[config.mk]
export PLATFORM = sky130hd
export DESIGN_NAME = register_file_flat
export DESIGN_NICKNAME = d
export VERILOG_FILES = /design/src/rtl/register_file_if.sv /design/src/rtl/register_file.sv /design/src/flat_wrapper.sv
export SDC_FILE = /design/constraint.sdc
export NUM_CORES = 2
export LEC_CHECK = 0
export CORE_AREA = 5 5 474 476
export CTS_BUF_LIST = sky130_fd_sc_hd__clkbuf_16
export CTS_CLUSTER_DIAMETER = 200
export CTS_CLUSTER_SIZE = 16
export DETAILED_ROUTE_END_ITERATION = 10
export DIE_AREA = 0 0 479 481
export GPL_ROUTABILITY_DRIVEN = 0
export SYNTH_ARGS = -nofsm -noshare
export SYNTH_HDL_FRONTEND = slang
export SYNTH_SLANG_ARGS = --single-unit
[constraint.sdc]
create_clock -name clk -period 97.2 [get_ports clk]
set_input_delay 19.44 -clock clk [delete_from_list [all_inputs] [get_ports clk]]
set_output_delay 19.44 -clock clk [all_outputs]
set_load 0.05 [all_outputs]
[src/rtl/register_file_if.sv]
// Bus bundle for the KGPminiRISC register file: two read address/data pairs and one write port.
// The master drives addresses and write controls; the slave returns the read data.
interface register_file_if #(
    parameter int DATA_WIDTH = 32,
    parameter int ADDR_WIDTH = 5
);
    logic [ADDR_WIDTH-1:0] rs;
    logic [ADDR_WIDTH-1:0] rt;
    logic                  regWrite;
    logic [ADDR_WIDTH-1:0] writeReg;
    logic [DATA_WIDTH-1:0] writeData;
    logic [DATA_WIDTH-1:0] readReg_1;
    logic [DATA_WIDTH-1:0] readReg_2;

    // No handshake: a write is taken on every rising clk edge where regWrite=1;
    // reads are combinational and always valid for the addresses presented.
    modport master (
        output rs, rt, regWrite, writeReg, writeData,
        input  readReg_1, readReg_2
    );

    modport slave (
        input  rs, rt, regWrite, writeReg, writeData,
        output readReg_1, readReg_2
    );
endinterface

[src/rtl/register_file.sv]
// Two-read/one-write register file with register 0 hard-wired to zero and async active-high reset.
// Optional write-to-read forwarding is enabled by defining REG_FILE_BYPASS_EN.
module register_file #(
    parameter int DATA_WIDTH = 32,
    parameter int ADDR_WIDTH = 5,
    parameter int NUM_REGS   = 32
) (
    input  logic           clk,
    input  logic           rst,
    register_file_if.slave rf
);

    logic [DATA_WIDTH-1:0] regs_q [NUM_REGS];
    logic [DATA_WIDTH-1:0] regs_d [NUM_REGS];
    logic                  write_en;
    logic [DATA_WIDTH-1:0] read_1;
    logic [DATA_WIDTH-1:0] read_2;

    // Writes aimed at register 0 are dropped here, so regs_q[0] never leaves zero.
    assign write_en = rf.regWrite && (rf.writeReg != '0);

    always_comb begin
        regs_d = regs_q;
        if (write_en) begin
            regs_d[rf.writeReg] = rf.writeData;
        end
    end

    always_ff @(posedge clk or posedge rst) begin
        if (rst) begin
            for (int i = 0; i < NUM_REGS; i++) begin
                regs_q[i] <= '0;
            end
        end else begin
            regs_q <= regs_d;
        end
    end

    always_comb begin
        read_1 = regs_q[rf.rs];
        read_2 = regs_q[rf.rt];
`ifdef REG_FILE_BYPASS_EN
        if (write_en && (rf.rs == rf.writeReg)) begin
            read_1 = rf.writeData;
        end
        if (write_en && (rf.rt == rf.writeReg)) begin
            read_2 = rf.writeData;
        end
`endif
        // Reset and address 0 override everything, including forwarded data.
        if (rst || (rf.rs == '0)) begin
            read_1 = '0;
        end
        if (rst || (rf.rt == '0)) begin
            read_2 = '0;
        end
    end

    assign rf.readReg_1 = read_1;
    assign rf.readReg_2 = read_2;

endmodule

[src/flat_wrapper.sv]
// flat-port wrapper written by rule: the top's interface ports become plain ports
module register_file_flat 
#(
    parameter int DATA_WIDTH = 32,
    parameter int ADDR_WIDTH = 5,
    parameter int NUM_REGS   = 32
)
  (clk, rst, rf_rs, rf_rt, rf_regWrite, rf_writeReg, rf_writeData, rf_readReg_1, rf_readReg_2);
  register_file_if #(.DATA_WIDTH(DATA_WIDTH), .ADDR_WIDTH(ADDR_WIDTH)) rf_i ();
  input  logic clk;
  input  logic rst;
  input wire logic [$bits(rf_i.rs)-1:0] rf_rs;
  input wire logic [$bits(rf_i.rt)-1:0] rf_rt;
  input wire logic [$bits(rf_i.regWrite)-1:0] rf_regWrite;
  input wire logic [$bits(rf_i.writeReg)-1:0] rf_writeReg;
  input wire logic [$bits(rf_i.writeData)-1:0] rf_writeData;
  output wire logic [$bits(rf_i.readReg_1)-1:0] rf_readReg_1;
  output wire logic [$bits(rf_i.readReg_2)-1:0] rf_readReg_2;
  assign rf_i.rs = rf_rs;
  assign rf_i.rt = rf_rt;
  assign rf_i.regWrite = rf_regWrite;
  assign rf_i.writeReg = rf_writeReg;
  assign rf_i.writeData = rf_writeData;
  assign rf_readReg_1 = rf_i.readReg_1;
  assign rf_readReg_2 = rf_i.readReg_2;
  register_file #(.DATA_WIDTH(DATA_WIDTH), .ADDR_WIDTH(ADDR_WIDTH), .NUM_REGS(NUM_REGS)) u_core (.clk(clk), .rst(rst), .rf(rf_i));
endmodule
Yosys cells after proc, flatten, opt, wreduce, memory -nomap -nowiden
Cells that the tools add are included.
Widths: inputs -> output; s select.
{"block": "totals", "latchBits": 0, "mem_count": 0, "input_bits": 50, "out_inout_bits": 64, "mem_bits_rw": 0, "wordCells": 57, "regBits": 1024, "rom_bits": 0}
{"block": "classes", "addsub": 0, "mul": 0, "n_reduce_logical": 7, "shifts": 0, "muxes": 11, "div_mod_pow": 0, "eq_ne": 0, "bitwise": 3, "order_cmp": 4}
{"op": "$bwmux 1024", "count": 1}
{"op": "$bmux 32 s5", "count": 2}
{"op": "$mux 32", "count": 7}
{"op": "$demux 32 s5", "count": 1}
{"op": "$ge 6x6->1 const B", "count": 3}
{"op": "$not 5->6", "count": 3}
{"op": "$logic_not 5->1", "count": 2}
{"op": "$lt 6x1->1 const B", "count": 1}
{"op": "$reduce_bool 5->1", "count": 1}
{"op": "$logic_and 1x1->1", "count": 2}
{"op": "$logic_or 1x1->1", "count": 2}

Logic depth before layout (Yosys ltp)
{"block": "logic_depth", "depth_word": 6, "depth_mapped": 8, "ltp_nobuf": 4}

Worst setup path after synthesis
Ideal clock, no wire load.
{"block": "synth_timing", "path_type": "input-to-output", "startpoint": "input rf_rs[1]", "endpoint": "output rf_readReg_1[14]", "setup_slack_ps": 56457, "t_required_ps": 77760, "n_path_buf": 4, "path_stages": 7, "arrival_ps": 21303, "cell_sequence": "buf_2 -> buf_4 -> buf_2 -> clkbuf_1 -> mux4_2 -> a22oi_1 -> nand4_1"}
{"block": "synth_between", "elab_chain_cells": 5, "word_cells_on_any_way": 7, "classes_between": "mux: 4; bitwise: 1; reduce/logical: 2"}
{"element": "start: declaration", "line_no": "flat_wrapper.sv:12", "source": "input wire logic [$bits(rf_i.rs)-1:0] rf_rs;"}
{"element": "$not 5->6 (implied by the code)", "line_no": "register_file.sv:40", "source": "read_1 = regs_q[rf.rs];"}
{"element": "$bmux 32 s5", "line_no": "register_file.sv:40"}
{"element": "$mux 32 (implied by the code) (2 in series)", "line_no": "register_file.sv:40"}
{"element": "$mux 32 (*)", "line_no": "register_file.sv:51", "source": "if (rst || (rf.rs == '0)) begin"}
{"element": "end: declaration", "line_no": "flat_wrapper.sv:17", "source": "output wire logic [$bits(rf_i.readReg_1)-1:0] rf_readReg_1;"}
Every way passes the cells marked *; elsewhere a longest branch is shown, timed or not. The select of a mux whose other input is x is not followed.

Final worst setup path
{"block": "layout_timing", "startpoint": "input rst", "endpoint": "output rf_readReg_2[19]"}
{"block": "layout_between", "elab_chain_cells": 2}
{"element": "start: declaration", "line_no": "flat_wrapper.sv:11", "source": "input logic rst;"}
{"element": "$logic_or 1x1->1", "line_no": "register_file.sv:54", "source": "if (rst || (rf.rt == '0)) begin"}
{"element": "$mux 32", "line_no": "register_file.sv:54"}
{"element": "end: declaration", "line_no": "flat_wrapper.sv:18", "source": "output wire logic [$bits(rf_i.readReg_2)-1:0] rf_readReg_2;"}
No other way between the ends.

==> results.cfg <==
[routing]
dr.first_iter.drc_count = 3571
dr.pass1.iters = 6
drc = 0
num_vias = 36400
wl_per_cell_microns = 27.8
routed_wirelength_microns = 189000
ant_nets = 0
avgViaCountPerCell = 5.36

[synthesis]
synth.top_cell.area_share_pct = 46.9
synth-xor-area-share_pct = 0
netlist_top_cells_count = mux2_2 (1177), dfrtp_1 (1024), mux2i_1 (292), mux4_2 (236), clkbuf_1 (229)
synth_area_sq_mm = 0.0546
synthMuxAreaShare_pct = 39.6
synth_nets = 4114
synth-seq-cells = 1024
syn_area_per_cell_sq_um = 13.4
synth.most_common_cell = mux2_2
synth_flop_cell = dfrtp_1
syn_inst = 4064
yosysWarnings = 0
synth_cell_types = 43
synth_async_sr_flop_share_pct = 100
yosys-top-cells-area = dfrtp_1 (47%), mux2_2 (24%), mux4_2 (9.7%)
yosysTopAreaCell = dfrtp_1
synth_top_family_by_area = multiplexers
synth_simple_gate_area_share_pct = 4.34
synth_fa_ha_area_share_pct = 0
yosysSeqAreaShare_pct = 46.9
synth_edf_count = 0
synth_compound_area_share_pct = 5.65

[clocking]
numCtsBuffers = 73
post_cts_resized = 0
cts_tree = done
clkLatencyLatePin_ns = 0.69
post_cts_buffers = 0
cts_root_buf = clkbuf_16
htreeDepth = 3
ctsHoldBuffers = 0
cts.reportedPaths.clkPinSlew_ns = 0.07
clk_path_buf_depth = 3
cts.sinks = 1024

[timing]
rsz0062_at_grt = false
finClkSkew_ns = 0
fmax_mhz = 23.2
fin_crit_sh_pct = 44.3
hold-worst-slack_ns = 0.398
min_period_ns = 43.10
slew_violations = 0
tns_ns = 0
slew_headroom_pct = 14.4
setup_viol = 0
worst_pin_slew_ns = 1.28
hold_violations = 0

[global_route]
gr-usage-met1_pct = 21.5
grt.met3_usage_pct = 3.31
grt_pass1_wl_microns = 272000
antenna_found_initial = 19
grt_max_degree = 190
grt_usage_pct = 15.9
globalRoute.totalOverflow = 0
grt_pass1_vias = 36900
grt_use_met2_pct = 25.3
top_usage_layer = met2

[floorplan]
fp.dieArea_sq_mm = 0.230
die_w_microns = 479
pin_count = 114
rows = 173
coreArea_sq_mm = 0.221
die-height_microns = 481
start_util_pct = 24.8

[critical_path]
critPathTopFamily = buffers and inverters
critPathSlowestCell = nor3b_2
crit_buf_inv = 4
path_cells = clkdlybuf4s50_1 -> nor3_2 -> buf_4 -> nor3b_2 -> buf_4 -> a22oi_1 -> nand4_1 -> clkdlybuf4s50_1
path_depth = 8
endpoint_kind = primary output
reg2regPathDepth = 1
cp.arrival_ns = 23.66
start_kind = input pin
worstSetupPathType = in2out
critPathRequiredTime_ns = 77.76
worst-path-max-fanout = 13
cp_slowest_stage_delay_ns = 0.91

[final_layout]
largest_reg_flops = 1024
reg.largest.list = u_core.regs_q x1024
syn_to_final_growth_pct = 10.5
final_area_sq_mm = 0.0604
final_nets = 3943
finish.utilization_pct = 27.4
top_register = u_core.regs_q
drive_above_1_share_pct = 42.4

[hold_path]
hp-class = reg2reg
worstHoldPathCells = 0

[pwr]
p_per_area_mw_per_mm2 = 18.2
p_comb_share_pct = 22.2
p_int_mw = 0.781
power_mw = 1.10
power.share.clock_pct = 26.5
seqPwrFrac_pct = 51.3
switching_power_mw = 0.321
p_leak_nw = 25.4
peakVddDrop_mv = 0.0110
sw_frac_of_total_pct = 29.1

[run]
maxCapViolCount = 0

[outcome]
status = finished clean

[placement]
io_buffers = 113
place_hpwl_microns = 105000
placed_area_sq_mm = 0.0585
==> per-layer routing <==
metal | vias to the layer above | part of all wire (%) | routed length [microns]
li1 | 15000 | - | -
met1 | 19500 | 42 | 79300
met2 | 1577 | 46 | 86600
met3 | 351 | 8.0 | 15100
met4 | 0 | 4.1 | 7680
met5 | - | 0 | 0
==> worst paths after layout <==
path | startpoint | to | slack [ns]
setup / recovery | rst | rf_readReg_2[19] | 54.10
hold / removal | u_core.regs_q[1005]$_DFFE_PP0P_ | u_core.regs_q[1005]$_DFFE_PP0P_ | 0.40
setup reg to reg | u_core.regs_q[568]$_DFFE_PP0P_ | u_core.regs_q[568]$_DFFE_PP0P_ | 96.39
hold reg to reg | u_core.regs_q[1005]$_DFFE_PP0P_ | u_core.regs_q[1005]$_DFFE_PP0P_ | 0.40
max in group asynchronous | rst | u_core.regs_q[1002]$_DFFE_PP0P_ | 74.15
min in group asynchronous | rst | u_core.regs_q[766]$_DFFE_PP0P_ | 19.74
==> cell families (layout without fill, tap and decap cells) <==
group / count (synthesis) / after routing
multiplexers: 1716 / 1716
flip-flops: 1024 / 1024
AO/OA/AOI/OAI: 461 / 461
buffers and inverters: 447 / 279
AND/OR/NAND/NOR: 416 / 416
other: 0 / 5
==> power groups by stage <==
stage               combinational, mW  sequential, mW  clock, mW
floorplan                       0.194           0.555          0
global placement                0.239           0.566          0
detailed placement              0.245           0.571          0
CTS                             0.245           0.563      0.300
global route                    0.263           0.575      0.314
finish                          0.244           0.565      0.293
==> placed cells by master (no fill, tap or decap), drive strengths merged, types with 69 or more instances in the layout <==
cell           netlist  final
mux2              1188   1188
dfrtp             1024   1024
mux2i              292    292
mux4               236    236
a22oi              188    188
clkdlybuf4s50        0    107
buf                217     92
clkbuf             229     77
nand3               76     76
nor2b               69     69
==> layout make-up <==
cell class                 count  area (sq um)
antenna                        5          12.5
fill                       22400        160000
timing repair buffer         200          1870
inverter                       1          11.3
multi-input combinational   2593         27300
clock inverter                 2          25.0
clock buffer                  76          1900
tap                         2887          3610
sequential                  1024         25600
==> stage by stage <==
step	setup slack, ns	instances
CTS	53.96	6783
global placement	53.91	6705
floorplan	48.65	4064
global route	53.83	6784
detailed placement	53.97	6705
finish	54.10	6788
Power figures use the tool's default switching activity.
